$ cat src/rtl/piso_serial_tx.sv
// Framed parallel-in/serial-out transmitter: start bit (0), WIDTH data bits LSB first,
// STOP_BITS stop bits (1). The line idles high and advances only on clock edges with En=1.
module piso_serial_tx #(
    parameter int WIDTH     = 8,
    parameter int STOP_BITS = 1
) (
    input  logic             clk,
    input  logic             rst_n,
    input  logic             load_valid,
    output logic             load_ready,
    input  logic [WIDTH-1:0] load_data,
    input  logic             En,
    output logic             Q,
    output logic             notQ,
    output logic             busy,
    output logic             done
);

    // A one-bit floor keeps the counters legal when WIDTH is 1.
    localparam int CW = (WIDTH > 1) ? $clog2(WIDTH) : 1;
    localparam logic [CW-1:0] LAST_BIT  = CW'(WIDTH - 1);
    localparam logic [CW-1:0] LAST_STOP = CW'(STOP_BITS - 1);

    typedef enum logic [1:0] {
        IDLE  = 2'd0,
        START = 2'd1,
        DATA  = 2'd2,
        STOP  = 2'd3
    } state_t;

    state_t          state;
    logic [WIDTH-1:0] shreg;
    logic [WIDTH-1:0] shifted;
    logic [CW-1:0]    bit_cnt;
    logic [CW-1:0]    stop_cnt;

    assign shifted = shreg >> 1;
    assign notQ    = ~Q;

    // Q, load_ready, busy and done are all updated on the same edge as the state change.
    always_ff @(posedge clk) begin
        if (!rst_n) begin
            state      <= IDLE;
            Q          <= 1'b1;
            load_ready <= 1'b1;
            busy       <= 1'b0;
            done       <= 1'b0;
            shreg      <= '0;
            bit_cnt    <= '0;
            stop_cnt   <= '0;
        end else begin
            done <= 1'b0;
            case (state)
                IDLE: begin
                    if (load_valid && load_ready) begin
                        shreg      <= load_data;
                        state      <= START;
                        Q          <= 1'b0;
                        load_ready <= 1'b0;
                        busy       <= 1'b1;
                    end
                end
                START: begin
                    if (En) begin
                        state   <= DATA;
                        bit_cnt <= '0;
                        Q       <= shreg[0];
                    end
                end
                DATA: begin
                    if (En) begin
                        shreg <= shifted;
                        if (bit_cnt == LAST_BIT) begin
                            state    <= STOP;
                            stop_cnt <= '0;
                            Q        <= 1'b1;
                        end else begin
                            bit_cnt <= bit_cnt + 1'b1;
                            Q       <= shifted[0];
                        end
                    end
                end
                STOP: begin
                    if (En) begin
                        if (stop_cnt == LAST_STOP) begin
                            state      <= IDLE;
                            done       <= 1'b1;
                            load_ready <= 1'b1;
                            busy       <= 1'b0;
                        end else begin
                            stop_cnt <= stop_cnt + 1'b1;
                        end
                    end
                end
                default: begin
                    state <= IDLE;
                end
            endcase
        end
    end

endmodule

$ cat config.mk
export PLATFORM = sky130hd
export DESIGN_NAME = piso_serial_tx
export DESIGN_NICKNAME = d
export VERILOG_FILES = /design/src/rtl/piso_serial_tx.sv
export SDC_FILE = /design/constraint.sdc
export NUM_CORES = 1
export LEC_CHECK = 0
export CAP_MARGIN = 20
export CORE_MARGIN = 10
export CORE_UTILIZATION = 45
export CTS_CLUSTER_SIZE = 24
export DETAILED_ROUTE_END_ITERATION = 8
export PLACE_DENSITY = 0.76
export SYNTH_ARGS = -nofsm -noshare
export SYNTH_HDL_FRONTEND = slang
export SYNTH_SLANG_ARGS = --single-unit
$ cat constraint.sdc
create_clock -name clk -period 1.64 [get_ports clk]
set_clock_uncertainty 0.15 [all_clocks]
set_input_delay 0.246 -clock clk [delete_from_list [all_inputs] [get_ports clk]]
set_output_delay 0.246 -clock clk [all_outputs]
set_load 0.02 [all_outputs]
Word level (Yosys, flattened, before mapping)
Index checks and enable logic that the tools add are counted.
- eq/ne operators: 12
- muxes and demuxes: 32
- bitwise operators: 1
- reductions and logical operators: 15
- add/sub/neg operators: 2
- operators with widths (operator ; count):
    2-to-1 mux 3 bit ; 7
    2-to-1 mux 8 bit ; 2
    != test 2 bit (second input constant) ; 8
    case mux 8 bit (2 select lines) ; 1
    2-to-1 mux 2 bit ; 6
    case mux 3 bit (2 select lines) ; 2
    AND reduction 4 bit ; 3
    2-to-1 mux 1 bit ; 10
    case mux 2 bit (4 select lines) ; 1
    nonzero test 2 bit ; 4
    adder 3 x 1 -> 3 bit (second input constant) ; 2
    AND reduction 3 bit ; 2
    AND reduction 6 bit ; 1
    AND reduction 5 bit ; 1
    equality test 2 bit (second input constant) ; 2
    case mux 1 bit (2 select lines) ; 2
    equality test 3 bit (second input constant) ; 1
    zero test 3 bit ; 1
    case mux 1 bit (3 select lines) ; 1
    nonzero test 3 bit ; 1
    equality test 2 x 1 -> 1 bit (second input constant) ; 1
    zero test 2 bit ; 1
    logical AND 1 bit ; 1
    inverter 1 bit ; 1
- word-level logic and storage cells: 70
- input bits: 12
- output and inout bits: 5
- bits in registers: 20

Depth between registers and ports, before layout
Gate-level depths: netlist of run 1.
- depth in word-level cells: 4
- gate-level depth with buffers: 8
- gate-level depth less buffers: 6

Worst setup path after synthesis of run 1
No wires, ideal clock.
- path type: register -> register
- start point: reg state[0]
- end point: reg shreg[4]
- data arrival time: 1438 ps
- clock period less this slack: 1704 ps
- library setup time: 116 ps
- stages on the path, launching flop included: 8
- buffers on the path: 1
- setup slack: -64 ps
- required time: 1374 ps
- cells stage by stage: dfxtp_1 inv_1 ha_1 a21boi_2 nor3_4 buf_6 nand2_2 o211a_1
- word-level cells in the longest chain between the ends: 3
- elaborated cells between the ends (all ways): 7
- those cells by class: eq/ne: 3; mux: 1; reduce/logical: 3
- RTL lines (element ; RTL line ; RTL):
    start: declaration ; 31 ; state_t state;
    start signal: assignment ; 43 ; state <= IDLE;
    start signal: assignment ; 57 ; state <= START;
    start signal: assignment ; 65 ; state <= DATA;
    equality test 2 bit / zero test 2 bit (equally long branches) ; 53 ; case (state)
    != test 2 bit (no line) / nonzero test 2 bit (equally long branches) ; -- ;
    AND reduction 3 bit (no line) ; -- ;
    end signal: assignment ; 56 ; shreg <= load_data;
    end signal: assignment ; 72 ; shreg <= shifted;
    end: declaration ; 32 ; logic [WIDTH-1:0] shreg;
Parallel ways exist; a longest one is shown, timed or not.
A chain may end at the register's enable or synchronous reset.

Final worst setup path of run 1
- start point: reg bit_cnt[0]
- end point: reg state[1]
- word-level cells in the longest chain between the ends: 3
- RTL lines (element ; RTL line ; RTL):
    start: declaration ; 34 ; logic [CW-1:0] bit_cnt;
    start signal: assignment ; 78 ; bit_cnt <= bit_cnt + 1'b1;
    equality test 3 bit ; 73 ; if (bit_cnt == LAST_BIT) begin
    != test 2 bit (no line) ; -- ;
    AND reduction 6 bit (no line) ; -- ;
    end signal: assignment ; 74 ; state <= STOP;
    end signal: assignment ; 86 ; state <= IDLE;
    end signal: assignment ; 96 ; state <= IDLE;
No other way between the ends.

==> flow_summary.yaml, run 1 <==
detailed_routing:
  viasPerCell: 5.477
  antenna_left: 0
  wirelength_mm: 2.722
  drc: 0
  firstDrtPassIters: 4
  drtIter0Drc: 38
  route.vias.total: 964
  drt-wirelength-per-cell_um: 15.47
setup_path:
  end_kind: "register"
  cpMaxStageDelayCell: "dfxtp_2"
  crit_required_ns: 1.71
  crit_chain: "ha_1 > ha_1 > buf_4 > nand2_1 > nand2_1 > nand3b_1 > mux2i_1"
  critPathArrivalTime_ns: 1.72
  r2r_slack_ns: -0.008
  critical_path.max_stage_delay_ns: 0.35
  cp_max_fo: 4
  startpoint_type: "register"
  critical_path_class: "register to register"
timing:
  rsz0062_at_grt: "true"
  min_period_over_period_pct: 100.5
  min_period_ns: 1.648
  hold_violations: 0
  drv_slew: 0
  fmax_ghz: 0.6067
  setup_viol: 4
  maxSlewHeadroom_pct: 75.97
  worst_pin_slew_ns: 0.3594
  fin_ws_ns: -0.008369
clocking:
  cts_buffer_depth: 2
  clk_pin_slew_ns: 0.12
  cts.sinks: 20
  cts_max_level: 1
  cts_tree: "yes"
  clk_root_buffer_cell: "clkbuf_4"
  hold_buffers: 0
  cts_inserted_buffers: 3
  clkLatencyLatePin_ns: 0.31
yosys:
  syn_area_per_cell_um2: 9.776
  synth_cell_types: 41
  synth_top_area_cell: "dfxtp_1"
  synth_cells: 118
  yosysWarnings: 0
  yosys.area.top_type_share_pct: 34.71
  synth.area.top_cells: "dfxtp_1, ha_1, mux2i_1"
  synth_nets: 138
  yosysSeqAreaShare_pct: 34.71
  syn-cell-area_um2: 1154
  yosys_register_bits: 20
cells_and_area:
  post-route-util_pct: 64.02
  syn2layout_area_growth_pct: 36.23
  fillCellCount: 200
  multi_input_area_um2: 740.7
  n_antenna_cell: 0
  fin_nets: 167
  drive_gt1_share_pct: 28.77
  seq_area_um2: 410.4
  stdcell_count: 176
job:
  max_cap_violations: 0
pwr:
  peakVddDrop_mv: 1.057
  leakage_uw: 0.0007059
  power_density_nw_per_um2: 1717
floorplan:
  rows: 18
  die_w_um: 70.63
  die-area_um2: 4989
  core_area_um2: 2455
  chipHeight_um: 70.63
  ios: 17
  start_util_pct: 46.99
global_routing:
  antenna_found_initial: 0
  track_usage_pct: 10.84
  grt.overflow.total: 0
  grt_pass1_wl_mm: 4.595
  grt_max_degree: 25
  grt_pass1_vias: 1060
place:
  pre_cts_slack_ns: -0.1586
  place_congestion: 0.8208
  numPortBuffers: 16
  place_inst: 168
  hpwl_mm: 1.896
run_status:
  status: "finished with violations"
  violations: "setup timing"
hold_path:
  holdCritPathClass: "register to register"
power by group:
part           internal (uW)  switching, uW
logic                    889            756
clock network            136            162
registers                640            116
flip-flops by register name, indices dropped and copies added (netlist names):
signal      cells
shreg           8
Q               1
state           2
load_ready      1
busy            1
done            1
bit_cnt         3
stop_cnt        3
cells by family after synthesis:
| group | after synthesis | synth area share, % |
|---|---|---|
| fa+ha+maj | 8 | 8.677 |
| flops | 20 | 34.71 |
| simple gates | 37 | 19.96 |
| mux | 9 | 7.809 |
| compound gates | 30 | 22.45 |
| buf+inv | 14 | 6.399 |
layout by cell type (no fill, tap or decap), types with 2 or more instances in the layout:
master	netlist	final
nor3b_1	2	2
ha_4	0	2
o21ai_0	6	5
dfxtp_4	0	2
inv_4	0	2
dlygate4sd2_1	0	4
clkbuf_4	0	3
buf_12	0	2
o21ai_1	1	2
nor2b_1	3	2
dfxtp_1	20	16
nand4_1	3	3
ha_1	8	5
o211ai_1	3	3
inv_1	7	5
a21boi_0	2	2
mux2i_1	9	9
clkdlybuf4s50_1	0	11
nand2_1	16	15
o211a_1	7	7
buf_4	1	10
dfxtp_2	0	2
path summary, 6_finish.rpt:
path | from | to | cells after the start
worst min register to register | shreg[7] | shreg[7] | 2
worst min-delay path | shreg[7] | shreg[7] | 2
worst max register to register | bit_cnt[0] | state[1] | 7
worst max-delay path | bit_cnt[0] | state[1] | 7
routing by layer:
metal,vias to the layer above,global-route usage (%),share of wire [%]
li1,484,-,-
met1,455,11.19,42
met2,19,19.76,52
met3,6,2.789,3.9
met4,0,5.376,1.5
met5,-,0,0
synthesized netlist by cell type, drive strengths merged:
master and n:
clkbuf 1, o211a 7, nand4 3, and3 1, nor3b 2, a21oi 1
and3b 1, inv 8, nor3 1, a21bo 1, nand2 17, a41oi 1
ha 8, o21ai 8, nand3 2, nand2b 1, nor2b 4, o221ai 1
o21a 1, o211ai 3, buf 5, a2111oi 1, a21boi 4, mux2i 9
or3b 1, dfxtp 20, nor4b 1, nand4b 1, nor2 1, nand3b 1
o311a 1, o221a 1
through the flow:
step | power (uW) | hold WS (ns) | TNS (ns) | area (um2)
4_1_cts | 2630 | 0.3197 | -0.1241 | 1525
2_1_floorplan | 1686 | 0.2461 | 0 | 1166
3_5_place_dp | 2081 | 0.3007 | -1.652 | 1420
5_1_grt | 2878 | 0.3270 | -0.6405 | 1572
6_report | 2699 | 0.3183 | -0.01116 | 1572
3_3_place_gp | 2018 | 0.2949 | -1.062 | 1420
area by class of cell:
type / instances / share of cell area, %
clock buffers: 4 / 2.309
flip-flops and latches: 20 / 26.11
well taps: 30 / 2.389
repair buffers: 30 / 19.82
multi-input cells: 84 / 47.13
inverters: 8 / 2.229
worst max-delay path: cells and delay by family (launching register included):
family                   cells  cell delay (ns)
buffers and inverters        1             0.16
adder cells (fa/ha/maj)      2             0.38
AND/OR/NAND/NOR              3             0.27
multiplexers                 1             0.24
flip-flops                   1             0.35
what timing repair did:
action,in CTS,in global routing
setup endpoints to repair,19,17
resized for setup,13,13
pin swaps,2,5
endpoints found under the hold margin,0,0
gates cloned,1,0
buffers inserted,1,2
(Power assumes the default switching activity.)
==> inputs of run 2 (changes only) <==
--- a/config.mk
+++ b/config.mk
@@ -10,7 +10,8 @@
 export CORE_UTILIZATION = 45
 export CTS_CLUSTER_SIZE = 24
 export DETAILED_ROUTE_END_ITERATION = 8
-export PLACE_DENSITY = 0.76
+export PLACE_DENSITY_LB_ADDON = 0.1
+export RECOVER_POWER = 100
 export SYNTH_ARGS = -nofsm -noshare
 export SYNTH_HDL_FRONTEND = slang
 export SYNTH_SLANG_ARGS = --single-unit
==> run 2 against run 1 <==
Against the previous run:
- the run now ends clean
- sequential share of layout area is 0.097 points lower
- setup slack better by 0.014 ns
- wire length is 4.7% lower
- die area stayed put
- non-clock buffer count stayed put
- final cell count stayed put
- design area is 0.24% lower
- sequential power is 2% lower
- core utilization is 0.15 points lower
- count of clock-buffer cells in the layout stayed put
==> flow_summary.yaml, run 2 (synthesized netlist as in run 1, its figures left out) <==
run_status:
  status: "complete, no violations"
detailed_routing:
  drc: 0
  viasPerCell: 5.477
  drt-wirelength-per-cell_um: 14.74
  wirelength_mm: 2.595
  antenna_left: 0
  drtIter0Drc: 20
  firstDrtPassIters: 4
  route.vias.total: 964
setup_path:
  crit_chain: "inv_2 > ha_4 > clkbuf_2 > o211ai_1 > o311a_1"
  end_kind: "register"
  crit_required_ns: 1.69
  startpoint_type: "register"
  critPathArrivalTime_ns: 1.69
  cpMaxStageDelayCell: "o311a_1"
  critical_path.max_stage_delay_ns: 0.38
  critical_path_class: "register to register"
  cp_max_fo: 6
  path_buf_inv: 2
  cpLargestDelayFamily: "compound AO/OA/AOI/OAI gates"
cells_and_area:
  fillCellCount: 224
  fin_nets: 167
  syn2layout_area_growth_pct: 35.90
  n_antenna_cell: 0
  drive_gt1_share_pct: 31.51
  reg_top3: "shreg: 8 flops, bit_cnt: 3 flops, stop_cnt: 3 flops"
  layout_common_cells: "dfxtp_1, nand2_1, buf_4, clkdlybuf4s50_1, mux2i_1"
  largest_reg_flops: 8
  largest-register: "shreg"
  stdcell_count: 176
job:
  max_cap_violations: 0
timing:
  setup_viol: 0
  fin_ws_ns: 0.005689
  min_period_over_period_pct: 99.65
  drv_slew: 0
  worst_pin_slew_ns: 0.4114
  tns_ns: 0
  maxSlewHeadroom_pct: 72.53
  fmax_ghz: 0.6119
  rsz0062_at_grt: "true"
  min_period_ns: 1.634
  hold_violations: 0
place:
  place_congestion: 0.8352
  place_inst: 169
  pre_cts_slack_ns: -0.2209
  numPortBuffers: 16
  hpwl_mm: 1.944
floorplan:
  ios: 17
  die_w_um: 70.63
  chipHeight_um: 70.63
  start_util_pct: 46.99
  die-area_um2: 4989
  rows: 18
  core_area_um2: 2455
pwr:
  swShare_pct: 38.91
  p_sw_uw: 976.6
  peakVddDrop_mv: 1.147
  seqPwrFrac_pct: 29.6
  power_uw: 2510
  power_density_nw_per_um2: 1601
  leakage_uw: 0.0006631
  power_frac_comb_pct: 58.6
  intPower_uw: 1533
  power.share.clock_pct: 11.9
global_routing:
  antenna_found_initial: 0
  grt_pass1_vias: 1014
  grt_max_degree: 25
  grt_pass1_wl_mm: 4.319
  grt.overflow.total: 0
  track_usage_pct: 10.03
clocking:
  cts.sinks: 20
  clk_root_buffer_cell: "clkbuf_4"
  cts_inserted_buffers: 3
  clk_pin_slew_ns: 0.11
  cts_tree: "yes"
  cts_max_level: 1
  clkLatencyLatePin_ns: 0.31
  cts_buffer_depth: 2
hold_path:
  holdCritPathClass: "primary input to register"
run 2: per-layer routing:
layer	vias up	part of all wire (%)	track usage, %
li1	488	-	-
met1	460	45	10.58
met2	12	51	18.96
met3	4	2.7	2.092
met4	0	1.2	3.656
met5	-	0	0
run 2: power by group through the flow:
stage          clock (uW)  combinational, uW  sequential (uW)
2_1_floorplan           0                924              762
3_3_place_gp            0               1310              736
3_5_place_dp            0               1370              742
4_1_cts               303               1430              741
5_1_grt               332               1600              755
6_report              298               1470              742
run 2: repair_timing:
action                                  in CTS  in global routing
endpoints found under the setup margin      17                 15
pin swaps                                    1                  4
gates resized for setup                     16                 13
hold buffers                                 0                  0
setup buffers                                1                  2
run 2: worst paths after layout:
check | start | to | slack [ns] | cells after the start
min | En | done | 0.27 | 2
min reg2reg | busy | busy | 0.32 | 2
max reg2reg | state[0] | stop_cnt[0] | 0.006 | 5
max | state[0] | stop_cnt[0] | 0.006 | 5
run 2: cell type report:
cell class / count / area (um2) / area share, %
multi-input cells: 84 / 777.0 / 49.56
flip-flops and latches: 20 / 407.9 / 26.02
repair buffers: 30 / 279.0 / 17.80
well taps: 30 / 37.54 / 2.394
clock buffers: 4 / 36.28 / 2.314
inverters: 8 / 30.03 / 1.915
run 2: metrics by stage:
stage,cell area [um2],hold WS (ns),utilization [%]
5_1_grt,1568,0.2575,63.86
6_report,1568,0.2723,63.86
3_5_place_dp,1428,0.2954,58.15
2_1_floorplan,1166,0.2461,-
4_1_cts,1514,0.3114,61.67
3_3_place_gp,1428,0.2897,58.15
==> inputs of run 3 (changes only) <==
--- a/config.mk
+++ b/config.mk
@@ -6,12 +6,12 @@
 export NUM_CORES = 1
 export LEC_CHECK = 0
 export CAP_MARGIN = 20
+export CORE_ASPECT_RATIO = 0.7
 export CORE_MARGIN = 10
 export CORE_UTILIZATION = 45
 export CTS_CLUSTER_SIZE = 24
 export DETAILED_ROUTE_END_ITERATION = 8
 export PLACE_DENSITY_LB_ADDON = 0.1
-export RECOVER_POWER = 100
 export SYNTH_ARGS = -nofsm -noshare
 export SYNTH_HDL_FRONTEND = slang
 export SYNTH_SLANG_ARGS = --single-unit
==> run 3 against run 2 <==
Against the previous run:
- count of clock-buffer cells in the layout unchanged
- flip-flop and latch count unchanged
- global-route usage down 0.31 points
- die area up 0.65%
- worst hold slack better by 0.033 ns
- combinational power up 4%
- critical path depth up 2
- non-clock buffer count unchanged
- via count up 1.8%
- fmax up 0.11%
- critical endpoint is now shreg[0]
==> flow_summary.yaml, run 3 (synthesized netlist as in run 1, its figures left out) <==
cells_and_area:
  reg_top3: "shreg: 8 flops, bit_cnt: 3 flops, stop_cnt: 3 flops"
  drive_gt1_share_pct: 32.19
  syn2layout_area_growth_pct: 40.24
  largest-register: "shreg"
  fillCellCount: 197
  fin_area_um2: 1618
  stdcell_count: 180
  fin_nets: 167
  n_antenna_cell: 0
  layout_commonest_cell: "nand2_1"
  largest_reg_flops: 8
  layout_common_cells: "nand2_1, dfxtp_1, clkdlybuf4s50_1, buf_4, mux2i_1"
place:
  post_dp_cell_area_um2: 1433
  place_congestion: 0.8107
  hpwl_mm: 1.893
  place_inst: 173
  numPortBuffers: 16
pwr:
  intPower_uw: 1667
  leakage_uw: 0.0006781
  peakVddDrop_mv: 1.073
  p_sw_uw: 985.5
  power_density_nw_per_um2: 1639
  seqPwrFrac_pct: 28.3
  power_uw: 2652
  power_frac_comb_pct: 57.6
  swShare_pct: 37.16
  power.share.clock_pct: 14.1
detailed_routing:
  antenna_left: 0
  drtIter0Drc: 63
  firstDrtPassIters: 4
  drt-wirelength-per-cell_um: 14.49
  drc: 0
  route.vias.total: 981
  viasPerCell: 5.450
  wirelength_mm: 2.609
setup_path:
  startpoint_type: "register"
  end_kind: "register"
  startpoint: "state[0]"
  critical_path_class: "register to register"
  r2r_cells: 7
  cp_max_fo: 8
  r2r-end: "shreg[0]"
  crit_required_ns: 1.65
  r2r_slack_ns: 0.007
  critPathArrivalTime_ns: 1.64
  r2r_start: "state[0]"
  endpoint: "shreg[0]"
timing:
  fmax_ghz: 0.6125
  drv_slew: 0
  worst_pin_slew_ns: 0.3587
  maxSlewHeadroom_pct: 76.05
  min_period_over_period_pct: 99.55
  min_period_ns: 1.633
  rsz0062_at_grt: "true"
  setup_viol: 0
  hold_violations: 0
global_routing:
  grt_pass1_vias: 869
  track_usage_pct: 9.715
  grt.overflow.total: 0
  antenna_found_initial: 0
  grt_max_degree: 25
  grt_pass1_wl_mm: 4.022
hold_path:
  min_from: "busy"
  holdCritPathClass: "register to register"
clocking:
  cts_inserted_buffers: 3
  cts_buffer_depth: 2
  clkLatencyLatePin_ns: 0.26
  clk_root_buffer_cell: "clkbuf_8"
  hold_buffers: 0
  cts_tree: "yes"
  cts_max_level: 1
  clk_pin_slew_ns: 0.07
  cts.sinks: 20
floorplan:
  core_area_um2: 2459
  die_w_um: 80.52
  die-area_um2: 5021
  chipHeight_um: 62.36
  rows: 15
  start_util_pct: 46.92
  ios: 17
run_status:
  status: "complete, no violations"
job:
  max_cap_violations: 0
run 3: cell type report:
class	instances	area [um2]	share of cell area, %
Multi-Input combinational cell	84	764.5	47.25
Sequential cell	20	412.9	25.52
Timing Repair Buffer	30	310.3	19.18
Clock buffer	4	55.05	3.403
Tap cell	34	42.54	2.630
Inverter	8	32.53	2.011
run 3: worst min path at each step:
stage	to	slack [ns]	cells past startpoint
2_1_floorplan	shreg[7]	0.25	2
3_3_place_gp	busy	0.29	2
3_5_place_dp	busy	0.30	2
4_1_cts	busy	0.31	2
5_1_grt	shreg[7]	0.34	2
6_report	busy	0.31	2
run 3: per-stage QoR:
step / setup slack [ns] / util, % / TNS, ns / hold WS [ns]
6_report: 0.007447 / 65.80 / 0 / 0.3051
3_5_place_dp: -0.2057 / 58.27 / -1.935 / 0.2994
3_3_place_gp: -0.1270 / 58.27 / -1.491 / 0.2909
4_1_cts: 0.002787 / 60.71 / 0 / 0.3107
2_1_floorplan: 0.02549 / - / 0 / 0.2461
5_1_grt: -0.06589 / 65.80 / -0.3649 / 0.3445
run 3: worst max-delay path, stage by stage (launching register included):
cell     delay, ns
dfxtp_4       0.38
inv_4         0.05
ha_4          0.19
nor2b_4       0.14
nor3_4        0.28
buf_12        0.16
nand2_1       0.05
o211a_1       0.12
run 3: power by group through the flow:
stage	combinational, uW	clock (uW)	sequential [uW]
2_1_floorplan	924	0	762
3_3_place_gp	1290	0	733
3_5_place_dp	1320	0	742
4_1_cts	1310	387	731
5_1_grt	1650	407	772
6_report	1530	374	752
run 3: repair_timing:
action	4_1_cts	5_1_grt
pin swaps	1	4
setup endpoints to repair	14	16
resized for setup	6	23
buffers inserted	0	2
cloned	0	1
run 3: metal layers:
layer / GRT usage, % / vias up / share of wire [%]
met2: 14.19 / 25 / 46
li1: - / 484 / -
met5: 0 / - / 0
met4: 1.974 / 0 / 0.46
met1: 12.80 / 470 / 47
met3: 4.167 / 2 / 5.9
